File: src/rtl/mem_port_arbiter.sv
// mem_port_arbiter: shares one request/ack memory port between fetch and data access, DM-priority with IF starvation guard and timeout.
// Optional ARB_PERF_CNT_EN adds saturating grant/stall performance counters.
module mem_port_arbiter #(
    parameter int ADDR_W   = 32,
    parameter int DATA_W   = 32,
    parameter int MAX_WAIT = 4,
    parameter int TIMEOUT  = 255
) (
    input  logic              clk,
    input  logic              reset,
    input  logic              if_req,
    input  logic [ADDR_W-1:0] if_addr,
    output logic [DATA_W-1:0] if_rdata,
    output logic              if_valid,
    output logic              if_stall,
    input  logic              dm_req,
    input  logic              dm_we,
    input  logic [ADDR_W-1:0] dm_addr,
    input  logic [DATA_W-1:0] dm_wdata,
    output logic [DATA_W-1:0] dm_rdata,
    output logic              dm_valid,
    output logic              dm_stall,
    output logic              mem_req,
    output logic              mem_we,
    output logic [ADDR_W-1:0] mem_addr,
    output logic [DATA_W-1:0] mem_wdata,
    input  logic [DATA_W-1:0] mem_rdata,
    input  logic              mem_ack,
    output logic              bus_err
`ifdef ARB_PERF_CNT_EN
    ,
    output logic [31:0]       perf_if_grants,
    output logic [31:0]       perf_dm_grants,
    output logic [31:0]       perf_stall_cycles
`endif
);
    typedef enum logic [1:0] {IDLE, BUSY_IF, BUSY_DM} state_t;
    state_t      state_q;
    logic [3:0]  wait_q, wait_d;
    logic [7:0]  tmo_q;
    logic        dm_win, if_win, tmo_done;

    assign if_stall = if_req && !if_valid;
    assign dm_stall = dm_req && !dm_valid;

    always_comb begin
        dm_win   = dm_req && !(if_req && wait_q == 4'(MAX_WAIT));
        if_win   = if_req && !dm_win;
        wait_d   = if_win ? 4'd0 : (dm_win && if_req) ? wait_q + 4'd1 : wait_q;
        tmo_done = tmo_q == 8'(TIMEOUT - 1);
    end

    always_ff @(posedge clk) begin
        if (reset) begin
            state_q   <= IDLE;
            wait_q    <= '0;
            tmo_q     <= '0;
            mem_req   <= 1'b0;
            mem_we    <= 1'b0;
            mem_addr  <= '0;
            mem_wdata <= '0;
            if_rdata  <= '0;
            dm_rdata  <= '0;
            if_valid  <= 1'b0;
            dm_valid  <= 1'b0;
            bus_err   <= 1'b0;
        end else begin
            if_valid <= 1'b0;
            dm_valid <= 1'b0;
            case (state_q)
                IDLE: begin
                    if (if_win || dm_win) begin
                        state_q   <= dm_win ? BUSY_DM : BUSY_IF;
                        mem_req   <= 1'b1;
                        mem_we    <= dm_win && dm_we;
                        mem_addr  <= dm_win ? dm_addr : if_addr;
                        mem_wdata <= dm_win ? dm_wdata : '0;
                        wait_q    <= wait_d;
                        tmo_q     <= '0;
                    end
                end
                default: begin
                    if (mem_ack || tmo_done) begin
                        // mem_ack takes precedence over a coincident timeout
                        state_q <= IDLE;
                        mem_req <= 1'b0;
                        mem_we  <= 1'b0;
                        bus_err <= bus_err || !mem_ack;
                        if (state_q == BUSY_IF) begin
                            if_valid <= 1'b1;
                            if_rdata <= mem_ack ? mem_rdata : '0;
                        end else begin
                            dm_valid <= 1'b1;
                            if (!mem_ack || !mem_we)
                                dm_rdata <= mem_ack ? mem_rdata : '0;
                        end
                    end else begin
                        tmo_q <= tmo_q + 8'd1;
                    end
                end
            endcase
        end
    end

`ifdef ARB_PERF_CNT_EN
    always_ff @(posedge clk) begin
        if (reset) begin
            perf_if_grants    <= '0;
            perf_dm_grants    <= '0;
            perf_stall_cycles <= '0;
        end else begin
            if (state_q == IDLE && if_win)
                perf_if_grants <= perf_if_grants + 32'(perf_if_grants != '1);
            if (state_q == IDLE && dm_win)
                perf_dm_grants <= perf_dm_grants + 32'(perf_dm_grants != '1);
            if (if_stall || dm_stall)
                perf_stall_cycles <= perf_stall_cycles + 32'(perf_stall_cycles != '1);
        end
    end
`endif
endmodule

File: config.mk
export PLATFORM = sky130hd
export DESIGN_NAME = mem_port_arbiter
export DESIGN_NICKNAME = d
export VERILOG_FILES = /design/src/rtl/mem_port_arbiter.sv
export SDC_FILE = /design/constraint.sdc
export NUM_CORES = 1
export LEC_CHECK = 0
export BUFFER_PORTS_ARGS = -buffer_cell sky130_fd_sc_hd__buf_2
export CORE_UTILIZATION = 45
export CTS_CLUSTER_SIZE = 16
export DETAILED_ROUTE_END_ITERATION = 8
export PLACE_DENSITY = 0.92
export SLEW_MARGIN = 10
export SYNTH_ARGS = -nofsm -noshare
export SYNTH_HDL_FRONTEND = slang
export SYNTH_SLANG_ARGS = --single-unit
File: constraint.sdc
create_clock -name clk -period 2 [get_ports clk]
set_clock_uncertainty 0.15 [all_clocks]
set_input_delay 0.4 -clock clk [delete_from_list [all_inputs] [get_ports clk]]
set_output_delay 0.4 -clock clk [all_outputs]
set_load 0.005 [all_outputs]
Word-level counts from Yosys, hierarchy flattened
Cells that the tools add are included.
{"block": "classes", "shift": 0, "magnitude_cmp": 0, "n_eq_ne": 5, "n_mux": 19, "add_sub_neg": 2, "n_mul": 0, "n_reduce_logical": 28, "bitwise": 3, "n_div": 0}
{"operator": "$mux W32", "count": 3}
{"operator": "$mux W8", "count": 3}
{"operator": "$add A8 B1 Y8 const B", "count": 1}
{"operator": "$eq A8 B8 Y1 const B", "count": 1}
{"operator": "$mux W2", "count": 4}
{"operator": "$mux W4", "count": 2}
{"operator": "$reduce_and A2 Y1", "count": 4}
{"operator": "$logic_and A1 B1 Y1", "count": 7}
{"operator": "$mux W1", "count": 7}
{"operator": "$logic_not A1 Y1", "count": 6}
{"operator": "$reduce_and A3 Y1", "count": 2}
{"operator": "$add A4 B1 Y4 const B", "count": 1}
{"operator": "$eq A4 B3 Y1 const B", "count": 1}
{"operator": "$logic_or A1 B1 Y1", "count": 4}
{"operator": "$reduce_and A4 Y1", "count": 1}
{"operator": "$reduce_bool A2 Y1", "count": 2}
{"operator": "$not A1 Y1", "count": 3}
{"operator": "$reduce_or A3 Y1", "count": 1}
{"operator": "$eq A2 B1 Y1 const B", "count": 1}
{"operator": "$logic_not A2 Y1", "count": 1}
{"operator": "$ne A2 B1 Y1 const B", "count": 1}
{"operator": "$ne A2 B2 Y1 const B", "count": 1}
{"block": "totals", "latchBits": 0, "n_memories": 0, "word_cells": 69, "ff_bits": 147, "mem_bits_ro": 0, "out_inout_bits": 135, "ram_bits": 0, "input_bits": 134}

Logic depth before layout (Yosys ltp)
Gate-level depths: netlist of the first run.
{"block": "logic_depth", "word_depth": 9, "mapped_depth": 8, "ltp_nobuf": 6}

Least setup slack after synthesis of the first run
Ideal clock, no wire load.
{"block": "synth_path", "kind": "reg-to-reg", "startpoint": "register wait_q[0]", "endpoint": "register mem_addr[11]", "n_path_buf": 2, "setup_slack_ps": 196, "stages_incl_launch_ff": 9, "t_arrival_ps": 1522, "required_time_ps": 1718, "path_cell_list": "dfxtp_1 > inv_1 > ha_1 > and4b_4 > o211a_1 > buf_6 > buf_6 > a22oi_1 > a21oi_1"}
{"block": "synth_between", "elab_chain_len": 8, "elab_cells_between_ends": 9, "classes_between": "1 x eq/ne; 1 x mux; 7 x reduce/logical"}
{"item": "start, declared", "line": "39", "source": "logic [3:0] wait_q, wait_d;"}
{"item": "start signal, assigned", "line": "78", "source": "wait_q <= wait_d;"}
{"item": "$eq A4 B3 Y1 *", "line": "47", "source": "dm_win = dm_req && !(if_req && wait_q == 4'(MAX_WAIT));"}
{"item": "$logic_and A1 B1 Y1 *", "line": "47"}
{"item": "$logic_not A1 Y1 *", "line": "47"}
{"item": "$logic_and A1 B1 Y1 *", "line": "47"}
{"item": "$logic_not A1 Y1", "line": "48", "source": "if_win = if_req && !dm_win;"}
{"item": "$logic_and A1 B1 Y1", "line": "48"}
{"item": "$logic_or A1 B1 Y1", "line": "72", "source": "if (if_win || dm_win) begin"}
{"item": "$reduce_and A2 Y1 (no source line)"}
{"item": "end signal, assigned", "line": "76", "source": "mem_addr <= dm_win ? dm_addr : if_addr;"}
{"item": "end, declared", "line": "25", "source": "output logic [ADDR_W-1:0] mem_addr,"}
Mark *: on every way between the ends. The rest lies on a longest branch, timed or not.
A chain may end at the register's enable or synchronous reset.

Final worst setup path of the first run
{"block": "layout_path", "startpoint": "register tmo_q[0]", "endpoint": "register if_rdata[12]"}
{"block": "layout_between", "elab_chain_len": 3}
{"item": "start, declared", "line": "40", "source": "logic [7:0] tmo_q;"}
{"item": "start signal, assigned", "line": "98", "source": "tmo_q <= tmo_q + 8'd1;"}
{"item": "$eq A8 B8 Y1", "line": "50", "source": "tmo_done = tmo_q == 8'(TIMEOUT - 1);"}
{"item": "$logic_or A1 B1 Y1", "line": "83", "source": "if (mem_ack || tmo_done) begin"}
{"item": "$reduce_and A3 Y1 (no source line)"}
{"item": "end signal, assigned", "line": "91", "source": "if_rdata <= mem_ack ? mem_rdata : '0;"}
{"item": "end, declared", "line": "13", "source": "output logic [DATA_W-1:0] if_rdata,"}
No other way between the ends.

==> flow_metrics.env, run 1 <==
export IMPL_cts_hold_fix_buffers=0
export IMPL_filler_cell_count_in_the_final_layout=852
export IMPL_status="complete, no violations"
export IMPL_syn_area_um2=5160
export IMPL_sequence_of_cells_on_the_critical_path="inv_1 > ha_1 > and3_1 > a21o_2 > a31oi_4 > buf_12 > a22o_1"
export IMPL_final_max_slew_violation_count=0
export IMPL_antenna_diode_count=0
export IMPL_final_period_utilization_pct=93.4
export IMPL_layout_cells_most_common_list="buf_2, dfxtp_1, a22o_1"
export IMPL_area_growth_pct=41.1
export IMPL_clk_pin_slew_ns=0.06
export IMPL_power_switching_fraction_pct=24.9
export IMPL_critical_path_max_fanout=32
export IMPL_via_density_per_instance=5.28
export IMPL_worst_setup_path_type="flip-flop to flip-flop"
export IMPL_total_wire_length_mm=13.7
export IMPL_clock_latency_ns=0.41
export IMPL_power_dens_cells_nw_per_um2=988
export IMPL_endpoint_kind="flip-flop"
export IMPL_fin_nets=873
export IMPL_antenna_found_initial=0
export IMPL_initial_utilization_pct=46.8
export IMPL_cpPeakStageDelay_ns=0.35
export IMPL_hpwlAfterDp_mm=9.79
export IMPL_comb_power_share_pct=11.3
export IMPL_fin_crit_ns=1.87
export IMPL_cts_buffers=17
export IMPL_detail_route_wl_per_cell_um=15.4
export IMPL_dieArea_um2=11900
export IMPL_grt_setup_unrepaired="no"
export IMPL_min_path_type="input pin to flip-flop"
export IMPL_worst_case_setup_slack_after_placement_ns=-0.0501
export IMPL_clockPowerShare_pct=44.6
export IMPL_grt_pass1_vias=4378
export IMPL_critical_path_required_ns=2.20
export IMPL_relative_slew_slack_pct=70.8
export IMPL_fmax_mhz=535
export IMPL_place_port_buffers=268
export IMPL_setup_tns_final_ns=0
export IMPL_netlist_cell_type_count=43
export IMPL_rows=38
export IMPL_grt_first_pass_wirelength_mm=20.8
export IMPL_synth_avg_cell_area_um2=11.0
export IMPL_total_leakage_power_nw=3.52
export IMPL_dieHeight_um=109
export IMPL_globalRouteOverflowTotal=0
export IMPL_largest_net_degree_at_the_start_of_global_routing=36
export IMPL_i_o_pins=269
export IMPL_crit_slowest_cell="dfxtp_2"
export IMPL_ctsLongestPathBuffers=2
export IMPL_synth_seq_area_share_pct=57.0
export IMPL_tritoncts_num_sinks=147
export IMPL_design_power_total_mw=7.19
export IMPL_leading_cell_type_in_the_layout_fill_and_taps_excluded="buf_2"
export IMPL_switch_pwr_mw=1.79
export IMPL_detailedRoute_firstPassIterationCount=4
export IMPL_drc_marker_count_from_the_first_detailed_route_iteration=257
export IMPL_grt_total_usage_pct=22.6
export IMPL_worst_hold_margin_ns=0.0509
export IMPL_synthesis_instances=469
export IMPL_worst_ir_drop_vdd_mv=0.760
export IMPL_drv_cap=0
export IMPL_finalSetupViolCount=0
export IMPL_synth_seq_cells=147
export IMPL_detailroute_via_count=4688
export IMPL_core_region_area_um2=11000
export IMPL_internal_power_mw=5.41
export IMPL_h_tree_depth=4
export IMPL_timing_worst_slew_pin_value_ns=0.436
export IMPL_pwr_share_seq_pct=44.1
export IMPL_drc=0
export IMPL_dp_cells=855
export IMPL_setup_slack_ns=0.131
export IMPL_die_x_um=109
export IMPL_cts_tree="built"
export IMPL_postSynthNetCount=607
export IMPL_clock_root_buffer="clkbuf_16"
export IMPL_timing_critical_path_from_type="flip-flop"
export IMPL_replace_congestion=0.800
export IMPL_layoutNonFillerInstCount=888
export IMPL_worst_endpoint_arrival_ns=2.07
export IMPL_finalHoldViolations=0
export IMPL_route_antenna_remaining_nets=0
export IMPL_post_route_cells_drive_above_1_share_pct=44.8
export IMPL_synth_warnings=0
==> cells by family (layout without fill, tap and decap cells) <==
group	count (synthesis)	count (layout)	synth area share (%)
fa+ha+maj	4	4	0.970
simple gates	81	81	8.22
compound gates	190	190	28.4
xor+xnor	4	4	0.679
flops	147	147	57.0
buf+inv	43	322	4.75
==> final timing paths <==
check / startpoint / endpoint / slack, ns / cells after the start
worst min-delay path: dm_wdata[11] / mem_wdata[11] / 0.05 / 2
worst max register to register: tmo_q[0] / if_rdata[12] / 0.13 / 7
worst max-delay path: tmo_q[0] / if_rdata[12] / 0.13 / 7
worst min register to register: mem_addr[1] / mem_addr[1] / 0.30 / 2
==> Yosys cell counts (all sizes together) <==
| master | n | area, um2 |
|---|---|---|
| dfxtp | 147 | 2940 |
| and4 | 2 | 17.5 |
| o211ai | 4 | 30.0 |
| a21oi | 44 | 220 |
| o21ba | 1 | 10.0 |
| a22o | 96 | 841 |
| nand2b | 2 | 12.5 |
| nand3 | 4 | 20.0 |
| and4b | 1 | 13.8 |
| xor2 | 4 | 35.0 |
| nor4 | 1 | 21.3 |
| o21ai | 5 | 25.0 |
| a22oi | 32 | 260 |
| buf | 26 | 181 |
| o31ai | 1 | 7.51 |
| a31oi | 2 | 27.5 |
| and3 | 5 | 31.3 |
| a21o | 1 | 8.76 |
| ha | 4 | 50.1 |
| nand4 | 3 | 25.0 |
| o211a | 1 | 10.0 |
| a221oi | 1 | 8.76 |
| a2111oi | 1 | 8.76 |
| nor2 | 11 | 43.8 |
| nor2b | 1 | 6.26 |
| nand2 | 40 | 150 |
| inv | 7 | 26.3 |
| or2 | 2 | 15.0 |
| and2 | 1 | 6.26 |
| or3 | 4 | 25.0 |
| nor3 | 4 | 36.3 |
| a211oi | 1 | 7.51 |
| clkbuf | 10 | 37.5 |
==> power groups by stage <==
stage	combinational, mW	sequential, mW	clock (mW)
after CTS	0.818	3.17	3.27
after global placement	0.796	3.23	0
final	0.816	3.17	3.21
after detailed placement	0.816	3.23	0
after floorplan	0.394	3.25	0
after global routing	0.901	3.19	3.41
==> sequential cells by signal, summed over array words and instances (netlist names) <==
register	count
state_q	2
mem_we	1
if_valid	1
if_rdata	32
dm_rdata	32
mem_wdata	32
dm_valid	1
bus_err	1
wait_q	4
tmo_q	8
mem_req	1
mem_addr	32
==> final cells by class <==
type                       count  area, um2  area share, %
tap                          140        175           2.41
clock inverter                14        166           2.28
clock buffer                  18        439           6.03
timing repair buffer         283       1540           21.1
multi-input combinational    279       1990           27.4
inverter                       7       26.3          0.361
sequential                   147       2950           40.4
==> per-layer routing <==
layer | vias up | track usage, % | part of all wire (%)
met5 | - | 0 | 0
met4 | 0 | 11.3 | 2.7
met1 | 2178 | 26.9 | 42
met3 | 30 | 6.04 | 6.3
met2 | 188 | 37.5 | 49
li1 | 2292 | - | -
==> stage by stage <==
step / utilization (%) / cell area (um2)
global route: 66.0 / 7280
global placement: 60.3 / 6650
CTS: 65.8 / 7260
finish: 66.0 / 7280
detailed placement: 60.3 / 6650
floorplan: - / 5160
==> worst max-delay path, delay by kind of cell, from the launching register on <==
family	cells	cell delay (ns)
buffers and inverters	2	0.27
AOI/OAI and AO/OA	3	0.62
DFF	1	0.35
adders and majority gates	1	0.20
and+or+nand+nor	1	0.21
==> repair_timing <==
action | in CTS | in global routing
gates resized for setup | 0 | 4
buffers inserted | 0 | 0
endpoints found under the setup margin | 0 | 9
Note: power is estimated with default switching activity, not from simulation.
==> run 2, diff against run 1 <==
Settings changed: GPL_TIMING_DRIVEN from default to 0.
==> run 2 against run 1 <==
Against the previous run: non-clock buffer count increased by 22; clock-buffer cell count up 4; wire length is 8.8% higher; register-to-register slack got worse by 0.11 ns; core utilization rose by 0.92 points; clock power down 2%; critical endpoint is now mem_addr[24]; largest power group is now sequential cells; highest routed layer is now met5.
==> flow_metrics.env, run 2 (same netlist as run 1, synthesis figures left out) <==
export IMPL_drc=0
export IMPL_detailroute_via_count=4887
export IMPL_via_density_per_instance=5.38
export IMPL_endpoint_kind="flip-flop"
export IMPL_postCtsSetupRepairBufs=0
export IMPL_clock_latency_ns=0.41
export IMPL_grt_total_usage_pct=23.8
export IMPL_hp_start="dm_wdata[18]"
export IMPL_dp_cells=877
export IMPL_i_o_pins=269
export IMPL_min_path_type="input pin to flip-flop"
export IMPL_cpPeakStageDelay_ns=0.35
export IMPL_sequence_of_cells_on_the_critical_path="inv_1 > ha_1 > and4b_4 > o211a_1 > buf_6 > buf_6 > a22oi_1 > a21oi_1"
export IMPL_rows=38
export IMPL_grt_pass1_vias=4465
export IMPL_fin_crit_ns=1.98
export IMPL_h_tree_depth=4
export IMPL_detail_route_wl_per_cell_um=16.3
export IMPL_layout_cells_most_common_list="buf_2, dfxtp_1, a22o_1"
export IMPL_timing_worst_slew_pin_value_ns=0.597
export IMPL_dieHeight_um=109
export IMPL_setup_slack_ns=0.0234
export IMPL_multiInputGateArea_um2=2060
export IMPL_worst_case_setup_slack_after_placement_ns=-0.0284
export IMPL_antenna_diode_count=0
export IMPL_place_port_buffers=268
export IMPL_status="complete, no violations"
export IMPL_area_growth_pct=43.0
export IMPL_drv_cap=0
export IMPL_layoutNonFillerInstCount=909
export IMPL_die_x_um=109
export IMPL_leading_cell_type_in_the_layout_fill_and_taps_excluded="buf_2"
export IMPL_core_region_area_um2=11000
export IMPL_final_max_slew_violation_count=0
export IMPL_crit_slowest_cell="dfxtp_2"
export IMPL_post_route_cells_drive_above_1_share_pct=46.9
export IMPL_final_period_utilization_pct=98.8
export IMPL_critical_path_max_fanout=10
export IMPL_antenna_found_initial=1
export IMPL_cts_hold_fix_buffers=0
export IMPL_detailedRoute_firstPassIterationCount=4
export IMPL_initial_utilization_pct=46.8
export IMPL_r2r_end="mem_addr[24]"
export IMPL_grt_setup_unrepaired="yes"
export IMPL_critical_path_buf_inv_count=3
export IMPL_cts_tree="built"
export IMPL_worstHoldEndpoint="mem_wdata[18]"
export IMPL_worst_setup_path_type="flip-flop to flip-flop"
export IMPL_clock_root_buffer="clkbuf_16"
export IMPL_relative_slew_slack_pct=60.2
export IMPL_reg2reg_from="wait_q[0]"
export IMPL_fin_nets=895
export IMPL_total_wire_length_mm=14.9
export IMPL_critical_path_most_common_cell="buf_6"
export IMPL_timing_critical_path_from_type="flip-flop"
export IMPL_finalHoldViolations=0
export IMPL_hpwlAfterDp_mm=10.7
export IMPL_worst_hold_path_cell_count=2
export IMPL_total_leakage_power_nw=3.57
export IMPL_worst_path_top_cell_family_by_delay="compound AO/OA/AOI/OAI gates"
export IMPL_power_dens_cells_nw_per_um2=972
export IMPL_critical_path_cell_count=8
export IMPL_fmax_mhz=506
export IMPL_replace_congestion=0.836
export IMPL_largest_net_degree_at_the_start_of_global_routing=17
export IMPL_grt_first_pass_wirelength_mm=21.6
export IMPL_critical_path_required_ns=2.12
export IMPL_globalRouteOverflowTotal=0
export IMPL_route_antenna_remaining_nets=0
export IMPL_ctsLongestPathBuffers=2
export IMPL_worst_ir_drop_vdd_mv=0.830
export IMPL_clk_pin_slew_ns=0.06
export IMPL_worst_endpoint_arrival_ns=2.10
export IMPL_seqCellArea_um2=2950
export IMPL_drc_marker_count_from_the_first_detailed_route_iteration=316
export IMPL_postCtsResizedCells=0
export IMPL_filler_cell_count_in_the_final_layout=860
export IMPL_tritoncts_num_sinks=147
export IMPL_dieArea_um2=11900
export IMPL_setup_reg_to_reg_worst_slack_ns=0.02
export IMPL_finalSetupViolCount=0
export IMPL_cts_buffers=17
export IMPL_rr_worst_depth=8
[run 2: cell types whose count changed in the layout (fill, tap and decap cells not counted), sizes merged]
cell / change
buf: +11
clkbuf: +15
clkinvlp: +1
clkinv: +1
inv: -7
[run 2: worst max path at each step]
stage | start | to
6_report | wait_q[0] | mem_addr[24]
5_1_grt | wait_q[0] | mem_addr[24]
4_1_cts | tmo_q[0] | dm_rdata[14]
3_5_place_dp | reset | dm_rdata[17]
3_3_place_gp | reset | dm_rdata[12]
2_1_floorplan | wait_q[0] | mem_addr[11]
[run 2: through the flow]
stage               utilization, %  TNS, ns  total power [mW]  hold WS [ns]  instance area [um2]
CTS                           66.0        0              7.19        0.0338                 7280
floorplan                        -        0              3.64         0.298                 5160
global placement              60.5        0              4.03         0.285                 6680
detailed placement            60.5   -0.342              4.05         0.290                 6680
finish                        66.9        0              7.18        0.0505                 7380
global route                  66.9   -0.122              7.46        0.0421                 7380
[run 2: layout make-up]
cell class                      instances  area share (%)
Timing Repair Buffer                  269            18.3
Buffer                                 36            3.15
Multi-Input combinational cell        279            27.9
Clock buffer                           22            6.69
Sequential cell                       147            39.9
Inverter                                7           0.356
Clock inverter                          9            1.39
Tap cell                              140            2.37
[run 2: report_power, final]
group / total, mW / switching [mW] / internal (mW) / leakage, nW
logic: 0.859 / 0.443 / 0.416 / 2.08
registers: 3.18 / 0.0909 / 3.09 / 1.20
clock network: 3.14 / 1.16 / 1.98 / 0.290
total: 7.18 / 1.69 / 5.49 / 3.57
[run 2: per-layer routing]
layer  up-vias  part of all wire [%]  wire (um)  track usage (%)
met3        33                   6.5        967             8.01
met4         2                   2.3        347             9.56
met1      2294                    42       6210             28.8
met5         -                 0.067         10                0
li1       2344                     -          -                -
met2       214                    49       7320             38.7
[run 2: worst register-to-register path: cells and delay by family (launching register included)]
family,cells,cell delay [ns]
adder cells (fa/ha/maj),1,0.19
AO/OA/AOI/OAI,3,0.56
flip-flops,1,0.35
AND/OR/NAND/NOR,1,0.24
buffers and inverters,3,0.35
